File: src/rtl/result_serializer_if.sv
// Result-set capture and host byte-stream bundle of the result serializer.
// Master drives the result set and host ack; slave is the serializer.
interface result_serializer_if;
    logic        start;
    logic [2:0]  mode;
    logic [31:0] word_a;
    logic [31:0] word_b;
    logic        host_ack;
    logic        busy;
    logic [7:0]  out_byte;
    logic        out_valid;
    logic        done;
    logic        timeout_err;

    modport master (
        output start, mode, word_a, word_b, host_ack,
        input  busy, out_byte, out_valid, done, timeout_err
    );

    modport slave (
        input  start, mode, word_a, word_b, host_ack,
        output busy, out_byte, out_valid, done, timeout_err
    );
endinterface

File: src/rtl/result_serializer.sv
// Streams one captured result set as a framed, checksummed byte sequence
// to an off-chip host over a 4-phase ack handshake with a watchdog.
module result_serializer #(
    parameter int TIMEOUT_CYCLES = 65535
) (
    input logic                clk,
    input logic                rst,
    result_serializer_if.slave bus
);
    localparam int CW = $clog2(TIMEOUT_CYCLES) + 1;
    localparam logic [CW-1:0] LIMIT = CW'(TIMEOUT_CYCLES - 1);

    typedef enum logic [1:0] {
        IDLE,
        PRESENT,
        RELEASE
    } state_t;

    state_t state, state_n;

    logic          ack_m, ack_s;
    logic [2:0]    mode_q, mode_n;
    logic [63:0]   data_q, data_n;
    logic [3:0]    idx, idx_n;
    logic [7:0]    chk, chk_n;
    logic [CW-1:0] cnt, cnt_n;

    logic          busy_q, busy_n;
    logic          valid_q, valid_n;
    logic [7:0]    byte_q, byte_n;
    logic          done_q, done_n;
    logic          terr_q, terr_n;

    logic last, next_is_chk, expired;

    // Degenerate regime (mode 0) frames are header + checksum only.
    assign last        = (mode_q == 3'd0) ? (idx == 4'd1) : (idx == 4'd9);
    assign next_is_chk = (mode_q == 3'd0) ? (idx == 4'd0) : (idx == 4'd8);
    assign expired     = (cnt == LIMIT);

    always_ff @(posedge clk or posedge rst) begin
        if (rst) begin
            ack_m <= 1'b0;
            ack_s <= 1'b0;
        end else begin
            ack_m <= bus.host_ack;
            ack_s <= ack_m;
        end
    end

    always_ff @(posedge clk or posedge rst) begin
        if (rst) begin
            state   <= IDLE;
            mode_q  <= '0;
            data_q  <= '0;
            idx     <= '0;
            chk     <= '0;
            cnt     <= '0;
            busy_q  <= 1'b0;
            valid_q <= 1'b0;
            byte_q  <= '0;
            done_q  <= 1'b0;
            terr_q  <= 1'b0;
        end else begin
            state   <= state_n;
            mode_q  <= mode_n;
            data_q  <= data_n;
            idx     <= idx_n;
            chk     <= chk_n;
            cnt     <= cnt_n;
            busy_q  <= busy_n;
            valid_q <= valid_n;
            byte_q  <= byte_n;
            done_q  <= done_n;
            terr_q  <= terr_n;
        end
    end

    always_comb begin
        state_n = state;
        mode_n  = mode_q;
        data_n  = data_q;
        idx_n   = idx;
        chk_n   = chk;
        cnt_n   = (cnt == '1) ? cnt : cnt + 1'b1;
        busy_n  = busy_q;
        valid_n = valid_q;
        byte_n  = byte_q;
        done_n  = 1'b0;
        terr_n  = 1'b0;

        unique case (state)
            IDLE: begin
                cnt_n   = '0;
                busy_n  = 1'b0;
                valid_n = 1'b0;
                byte_n  = '0;
                if (bus.start) begin
                    state_n = PRESENT;
                    mode_n  = bus.mode;
                    data_n  = {bus.word_a, bus.word_b};
                    idx_n   = '0;
                    chk_n   = 8'h5A;
                    busy_n  = 1'b1;
                    valid_n = 1'b1;
                    byte_n  = {4'hA, 1'b0, bus.mode};
                end
            end
            PRESENT: begin
                if (ack_s) begin
                    state_n = RELEASE;
                    cnt_n   = '0;
                    chk_n   = chk ^ byte_q;
                    valid_n = 1'b0;
                    byte_n  = '0;
                end else if (expired) begin
                    state_n = IDLE;
                    cnt_n   = '0;
                    terr_n  = 1'b1;
                    busy_n  = 1'b0;
                    valid_n = 1'b0;
                    byte_n  = '0;
                end
            end
            RELEASE: begin
                if (!ack_s) begin
                    cnt_n = '0;
                    if (last) begin
                        state_n = IDLE;
                        done_n  = 1'b1;
                        busy_n  = 1'b0;
                    end else begin
                        state_n = PRESENT;
                        idx_n   = idx + 4'd1;
                        valid_n = 1'b1;
                        // Data bytes leave MSB-first from a shift register.
                        if (next_is_chk) begin
                            byte_n = chk;
                        end else begin
                            byte_n = data_q[63:56];
                            data_n = {data_q[55:0], 8'h00};
                        end
                    end
                end else if (expired) begin
                    state_n = IDLE;
                    cnt_n   = '0;
                    terr_n  = 1'b1;
                    busy_n  = 1'b0;
                    valid_n = 1'b0;
                    byte_n  = '0;
                end
            end
            default: begin
                state_n = IDLE;
            end
        endcase
    end

    assign bus.busy        = busy_q;
    assign bus.out_valid   = valid_q;
    assign bus.out_byte    = byte_q;
    assign bus.done        = done_q;
    assign bus.timeout_err = terr_q;
endmodule

File: src/flat_wrapper.sv
// flat-port wrapper written by rule: the top's interface ports become plain ports
module result_serializer_flat 
#(
    parameter int TIMEOUT_CYCLES = 65535
)
  (clk, rst, bus_start, bus_mode, bus_word_a, bus_word_b, bus_host_ack, bus_busy, bus_out_byte, bus_out_valid, bus_done, bus_timeout_err);
  result_serializer_if bus_i ();
  input logic clk;
  input logic rst;
  input wire logic [$bits(bus_i.start)-1:0] bus_start;
  input wire logic [$bits(bus_i.mode)-1:0] bus_mode;
  input wire logic [$bits(bus_i.word_a)-1:0] bus_word_a;
  input wire logic [$bits(bus_i.word_b)-1:0] bus_word_b;
  input wire logic [$bits(bus_i.host_ack)-1:0] bus_host_ack;
  output wire logic [$bits(bus_i.busy)-1:0] bus_busy;
  output wire logic [$bits(bus_i.out_byte)-1:0] bus_out_byte;
  output wire logic [$bits(bus_i.out_valid)-1:0] bus_out_valid;
  output wire logic [$bits(bus_i.done)-1:0] bus_done;
  output wire logic [$bits(bus_i.timeout_err)-1:0] bus_timeout_err;
  assign bus_i.start = bus_start;
  assign bus_i.mode = bus_mode;
  assign bus_i.word_a = bus_word_a;
  assign bus_i.word_b = bus_word_b;
  assign bus_i.host_ack = bus_host_ack;
  assign bus_busy = bus_i.busy;
  assign bus_out_byte = bus_i.out_byte;
  assign bus_out_valid = bus_i.out_valid;
  assign bus_done = bus_i.done;
  assign bus_timeout_err = bus_i.timeout_err;
  result_serializer #(.TIMEOUT_CYCLES(TIMEOUT_CYCLES)) u_core (.clk(clk), .rst(rst), .bus(bus_i));
endmodule
File: config.mk
export PLATFORM = sky130hd
export DESIGN_NAME = result_serializer_flat
export DESIGN_NICKNAME = d
export VERILOG_FILES = /design/src/rtl/result_serializer_if.sv /design/src/rtl/result_serializer.sv /design/src/flat_wrapper.sv
export SDC_FILE = /design/constraint.sdc
export NUM_CORES = 1
export LEC_CHECK = 0
export CAP_MARGIN = 30
export CORE_ASPECT_RATIO = 0.7
export CORE_UTILIZATION = 45
export DETAILED_ROUTE_END_ITERATION = 6
export GPL_TIMING_DRIVEN = 0
export PLACE_DENSITY = 0.7
export SLEW_MARGIN = 15
export SYNTH_ARGS = -nofsm -noshare
export SYNTH_HDL_FRONTEND = slang
export SYNTH_SLANG_ARGS = --single-unit
File: constraint.sdc
create_clock -name clk -period 4.05 [get_ports clk]
set_input_delay 0.81 -clock clk [delete_from_list [all_inputs] [get_ports clk]]
set_output_delay 0.81 -clock clk [all_outputs]
set_load 0.005 [all_outputs]
==> results.md, run 1 <==
* Sequential share of power at a little under two fifths
* Post-synthesis adder-cell area fraction at 1.871%
* DP HPWL at 10.46 mm
* Area delta synth->final at 22.75%
* Critical path arrival at ~2900 ps
* Hold WC Path Type: register to register
* Clock Root Buffer: clkbuf_16
* Setup-failing EPs final at 0
* Post-Synth Simple-Gate Area at 10.11%
* Most frequent cells after synthesis: dfrtp_1 (112), mux2_2 (71), mux2_4 (40)
* Largest net degree at the start of global routing at 72
* Static leakage at between 3 and 4 nW
* Number of synthesized flops with an enable pin at 0
* Drt pass-1 iters at 4
* Number of CTS-inserted buffers at 9
* Tot Pwr at 4.946 mW
* Largest family of logic cells by synthesized area: multiplexers
* Per-cell routed wire length at between 15 and 20 µm
* Worst-Margin Slew at 860.3 ps
* Post-synthesis mux area share at 25.06%
* P_int at 3.239 mW
* Reg2Reg Depth at 7
* Post-synth top area share at a little under half
* Yosys cell types at 52
* Total GRT Usage at 21.84%
* Vias per cell at roughly 5.8
* Number of buffers added for setup after CTS at 0
* Via total after detailed routing at between 4000 and 5000
* Setup TNS at 0 ps
* Min Tclk post-route at 2675 ps
* GP Congestion at 0.8931
* Period utilization at between 60% and 70%
* Number of buffers added on ports at just over 80
* Final core occ at 58.07%
* Register bit total from synthesis at 112
* Final WL at 14.25 mm
* GRT overflow at 0
* N_diodes at 0
* Clk Latency, worst-skew pair at 350 ps
* Ys async rst share at 100.0%
* Final net count at 678
* Combinational Power Share at between 40% and 50%
* Syn_area_per_cell at 11.94 µm²
* CP required at 4230 ps
* Core box area at 12720 µm²
* Yosys top cell by area: dfrtp_1
* CTS Hold Bufs at 0
* Power Density at 669.7 nW/µm²
* Yosys warning count at 0
* Critical path type: register to register
* Max Cap Viol at 0
* XOR/XNOR Fraction of Synth Area at 0.1456%
* Vias in the first global route at 4422
* Post-DP Area at 7073 µm²
* Worst hold stages at 0
* Top cells by area, synth: dfrtp_1 (47%), mux2_2 (13%), mux2_4 (10%)
* Psw at 1.707 mW
* Synthesized Nets at 584
* Max-slew headroom at 42.17%
* Final hold vios at 0
* Unrepaired setup endpoints after global routing: no
* Fin. max-slew vios at 0
* DRC at 0
* Worst setup SP type: register
* F_max at 373.8 MHz
* Skew final at 9.392 ps
* Global-route wire length before repair at 23.34 mm
* Io pins at 83
* Worst vdd ir at 0.3210 mV
* Outcome: complete, no violations
* Seq/Total Area, Yosys at 46.58%
* Cells resized by post-CTS repair at 0
* H-tree Lvls at 3
* Initial DRC Count at 222
* # rows at 34
* Top-count cell post-synth: dfrtp_1
* Clock slew at reported path FFs at ~80 ps
* Clk sinks at 112
* Cells after synthesis at around 500
* Design Area, Final at 7386 µm²
* Final ANT Viol Nets at 0
* TritonCTS clock tree: done
* Die area at 13850 µm²
* Initial Utilization at 47.30%
* Switching share of power at 34.50%
* Synth Area in Compound Gates at 12.35%
* Initial antenna violation count at 0
* Max Buffers Root-to-Sink at 2
* Type of element capturing the critical path: register
* Die Y at slightly below 100 µm
* Share of layout cells above drive strength 1 at 24.71%
* Die X-Extent at 140.2 µm
* Post-Synthesis Cell Area at 6017 µm²
* CP Max Fanout at 8
* Commonest register cell after synthesis: dfrtp_1
* Clock power share at 18.8%
-- state kept, by name, summed over array words and instances (netlist names) --
signal and count:
u_core.idx 4, u_core.bus.timeout_err 1, u_core.cnt 17, u_core.chk 8
u_core.state 2, u_core.bus.busy 1, u_core.bus.out_byte 8, u_core.data_q 64
u_core.bus.done 1, u_core.bus.out_valid 1, u_core.ack_s 1, u_core.mode_q 3
u_core.ack_m 1
-- worst max-delay path, stage by stage (launching register included) --
cell and delay (ps):
dfrtp_1 430, inv_1 110, ha_1 170, nand4b_1 140
or4_1 590, buf_2 190, a311oi_2 670, o32ai_1 200
-- metal layers --
| layer | vias to the layer above | GRT usage (%) | part of all wire (%) |
|---|---|---|---|
| li1 | 2053 | - | - |
| met1 | 2187 | 32.59 | 51 |
| met2 | 131 | 31.65 | 43 |
| met3 | 28 | 4.325 | 4.4 |
| met4 | 0 | 7.185 | 2.1 |
| met5 | - | 0 | 0 |
-- path summary, 6_finish.rpt --
path                                     endpoint  slack (ps)     startpoint
min in group asynchronous           u_core.cnt[5]         840            rst
hold / removal                       u_core.ack_s         360   u_core.ack_m
hold reg to reg                      u_core.ack_s         360   u_core.ack_m
setup / recovery           u_core.bus.out_byte[1]        1370  u_core.cnt[0]
setup reg to reg           u_core.bus.out_byte[1]        1370  u_core.cnt[0]
max in group asynchronous        u_core.mode_q[1]        2520            rst
-- cell type report --
type                       instances  area, µm²
sequential                       112       2803
buffer                            28      151.4
clock inverter                     7      87.58
fill                            1052       5334
tap                              162      202.7
inverter                          22      87.58
timing repair buffer              83      848.3
multi-input combinational        342       2980
clock buffer                       9      225.2
-- through the flow --
step	std cells	setup WS, ps	hold slack, ps
3_5_place_dp	749	1039	345.7
3_3_place_gp	748	-1379	337.2
4_1_cts	765	1394	361.9
2_1_floorplan	504	281.0	331.2
5_1_grt	765	1244	364.4
6_report	765	1375	359.5
-- power groups by stage --
stage | clock network, mW | logic [mW] | registers, mW
after global routing | 0.989 | 2.33 | 1.92
final | 0.929 | 2.15 | 1.87
after global placement | 0 | 2.08 | 1.86
after CTS | 0.944 | 2.15 | 1.86
after floorplan | 0 | 1.68 | 1.75
after detailed placement | 0 | 2.14 | 1.88
-- cells by family (layout without fill, tap and decap cells) --
logic type,after synthesis,after routing
multiplexers,121,121
flip-flops,112,112
AND/OR/NAND/NOR,112,112
AO/OA/AOI/OAI,99,99
buffers and inverters,50,149
adder cells (fa/ha/maj),9,9
XOR/XNOR,1,1
-- placed cells by master (no fill, tap or decap), drive strengths merged, types with 10 or more instances in the layout --
cell type	synthesis	routed
buf	11	12
o21ai	15	15
clkbuf	17	26
a21oi	20	20
nand3	10	10
clkdlybuf4s50	0	82
nand2	21	21
dfrtp	112	112
or4	10	10
mux2	117	117
a22o	13	13
nor2	20	20
inv	22	24
nor3	11	11
Note: power is estimated with default switching activity, not from simulation.
==> run 2: changes to the inputs <==
==> constraint.sdc (replaced) <==
create_clock -name clk -period 2.5 [get_ports clk]
set_input_delay 0.5 -clock clk [delete_from_list [all_inputs] [get_ports clk]]
set_output_delay 0.5 -clock clk [all_outputs]
set_load 0.005 [all_outputs]
==> results.md, run 2 (same netlist as run 1, synthesis figures left out) <==
* Outcome: complete, no violations
* Max reg flops at 64
* Psw at 2.763 mW
* Share of layout cells above drive strength 1 at a little over a quarter
* Largest net degree at the start of global routing at 37
* Setup TNS at 0 ps
* Io pins at 83
* Biggest regs: u_core.data_q x64, u_core.cnt x17
* Reg2Reg Depth at 8
* Final net count at 680
* Final Instance Count excl. Fillers at around 770
* Final ANT Viol Nets at 0
* Fin. max-slew vios at 0
* Worst hold slack at 356.6 ps
* Initial DRC Count at 307
* Power Density at 1077 nW/µm²
* Combinational Power Share at 44.7%
* Initial Utilization at 47.30%
* CP Max Fanout at 10
* Per-cell routed wire length at 18.87 µm
* P_int at 5.256 mW
* Worst-Margin Slew at 893.7 ps
* Clk sinks at 112
* F_max at 413.8 MHz
* Switching share of power at about a third
* Worst vdd ir at 0.5140 mV
* Type of element capturing the critical path: register
* Critical path type: register to register
* Initial antenna violation count at 0
* DRC at 0
* Die X-Extent at 140.2 µm
* Clock power share at 17.7%
* R2r setup slk at 80 ps
* Total GRT Usage at 22.34%
* Final hold vios at 0
* WHS Endpoint: u_core.ack_s
* Max-slew headroom at 39.92%
* CTS Hold Bufs at 0
* DP HPWL at 10.72 mm
* GP Congestion at about 0.92
* Fill cell count at 1050
* Skew final at 10.40 ps
* Max Cap Viol at 0
* N_diodes at 0
* Placed insts at between 700 and 800
* Worst setup SP type: register
* Die area at between 10000 and 15000 µm²
* TritonCTS clock tree: done
* Global-route wire length before repair at 23.91 mm
* Via total after detailed routing at 4428
* Critical path arrival at ~2700 ps
* Commonest non-fill, non-tap cell in the layout: dfrtp_1
* GRT overflow at 0
* Area delta synth->final at 23.68%
* Die Y at about 99 µm
* H-tree Lvls at 3
* Hold WC Path Type: register to register
* Vias in the first global route at 4499
* Worst hold stages at 0
* Clock slew at reported path FFs at 80 ps
* Clk Latency, worst-skew pair at 350 ps
* CP required at 2730 ps
* Number of CTS-inserted buffers at 9
* Max Buffers Root-to-Sink at 2
* Reg-to-Reg Start: u_core.cnt[0]
* Min Tclk post-route at ~2400 ps
* # rows at 34
* Clock Root Buffer: clkbuf_16
* Sequential share of power at 37.7%
* Final WL at 14.47 mm
* Setup-failing EPs final at 0
* Commonest cells after routing, fill and taps aside: dfrtp_1 (112), clkdlybuf4s50_1 (82), mux2_2 (71)
* Period utilization at 96.66%
* RR Endpoint: u_core.cnt[12]
* Unrepaired setup endpoints after global routing: no
* Final core occ at slightly below 60%
* Core box area at 12720 µm²
* HP Start: u_core.ack_m
* Drt pass-1 iters at 5
* Largest Register: u_core.data_q
* Number of buffers added on ports at 82
* Vias per cell at 5.773
* Static leakage at 3.127 nW
[run 2: through the flow]
stage / cell area (µm²) / power (mW) / setup WS [ps]
floorplan: 6021 / 5.550 / 336.9
global placement: 7044 / 6.378 / -462.9
detailed placement: 7104 / 6.515 / -213.9
CTS: 7422 / 7.991 / 11.08
global route: 7442 / 8.489 / 23.65
finish: 7442 / 8.019 / 83.47
[run 2: cell type report]
class	instances	area, µm²	area share (%)
buffer	27	157.7	2.118
clock buffer	12	256.5	3.447
clock inverter	4	33.78	0.4539
inverter	22	86.33	1.160
multi-input combinational	342	3002	40.33
sequential	112	2803	37.66
tap	162	202.7	2.724
timing repair buffer	86	900.9	12.10
[run 2: worst max-delay path, cell delays in order (launching register included)]
cell and delay [ps]:
dfrtp_1 430, inv_1 110, ha_1 170, nand4b_1 130
or4_1 570, buf_2 210, a21oi_4 320, clkbuf_4 300
a21oi_1 60
[run 2: how the worst max path moves through the flow]
stage	start	cells after the start	slack (ps)	end
after floorplan	u_core.mode_q[0]	7	340	u_core.data_q[10]
after global placement	rst	2	-460	u_core.data_q[1]
final	u_core.cnt[0]	8	80	u_core.cnt[12]
after CTS	u_core.cnt[0]	7	10	u_core.bus.out_byte[1]
after global routing	u_core.cnt[0]	8	20	u_core.cnt[16]
after detailed placement	bus_start	7	-210	u_core.data_q[8]
[run 2: power by group through the flow]
| stage | clock network [mW] | registers, mW | logic, mW |
|---|---|---|---|
| 2_1_floorplan | 0 | 2.83 | 2.72 |
| 3_3_place_gp | 0 | 3.01 | 3.37 |
| 3_5_place_dp | 0 | 3.03 | 3.48 |
| 4_1_cts | 1.44 | 3.01 | 3.54 |
| 5_1_grt | 1.51 | 3.11 | 3.87 |
| 6_report | 1.42 | 3.02 | 3.58 |
[run 2: metal layers]
layer | wire [µm] | share of wire, % | track usage, %
met5 | 0 | 0 | 0
met4 | 107 | 0.74 | 5.072
met3 | 749 | 5.2 | 4.033
met2 | 6363 | 44 | 33.19
met1 | 7251 | 50 | 33.75
[run 2: what timing repair did]
action                                  4_1_cts  5_1_grt
endpoints found under the setup margin       68       61
pin swaps                                     0        1
resized for setup                             9        3
buffers inserted                              0        1
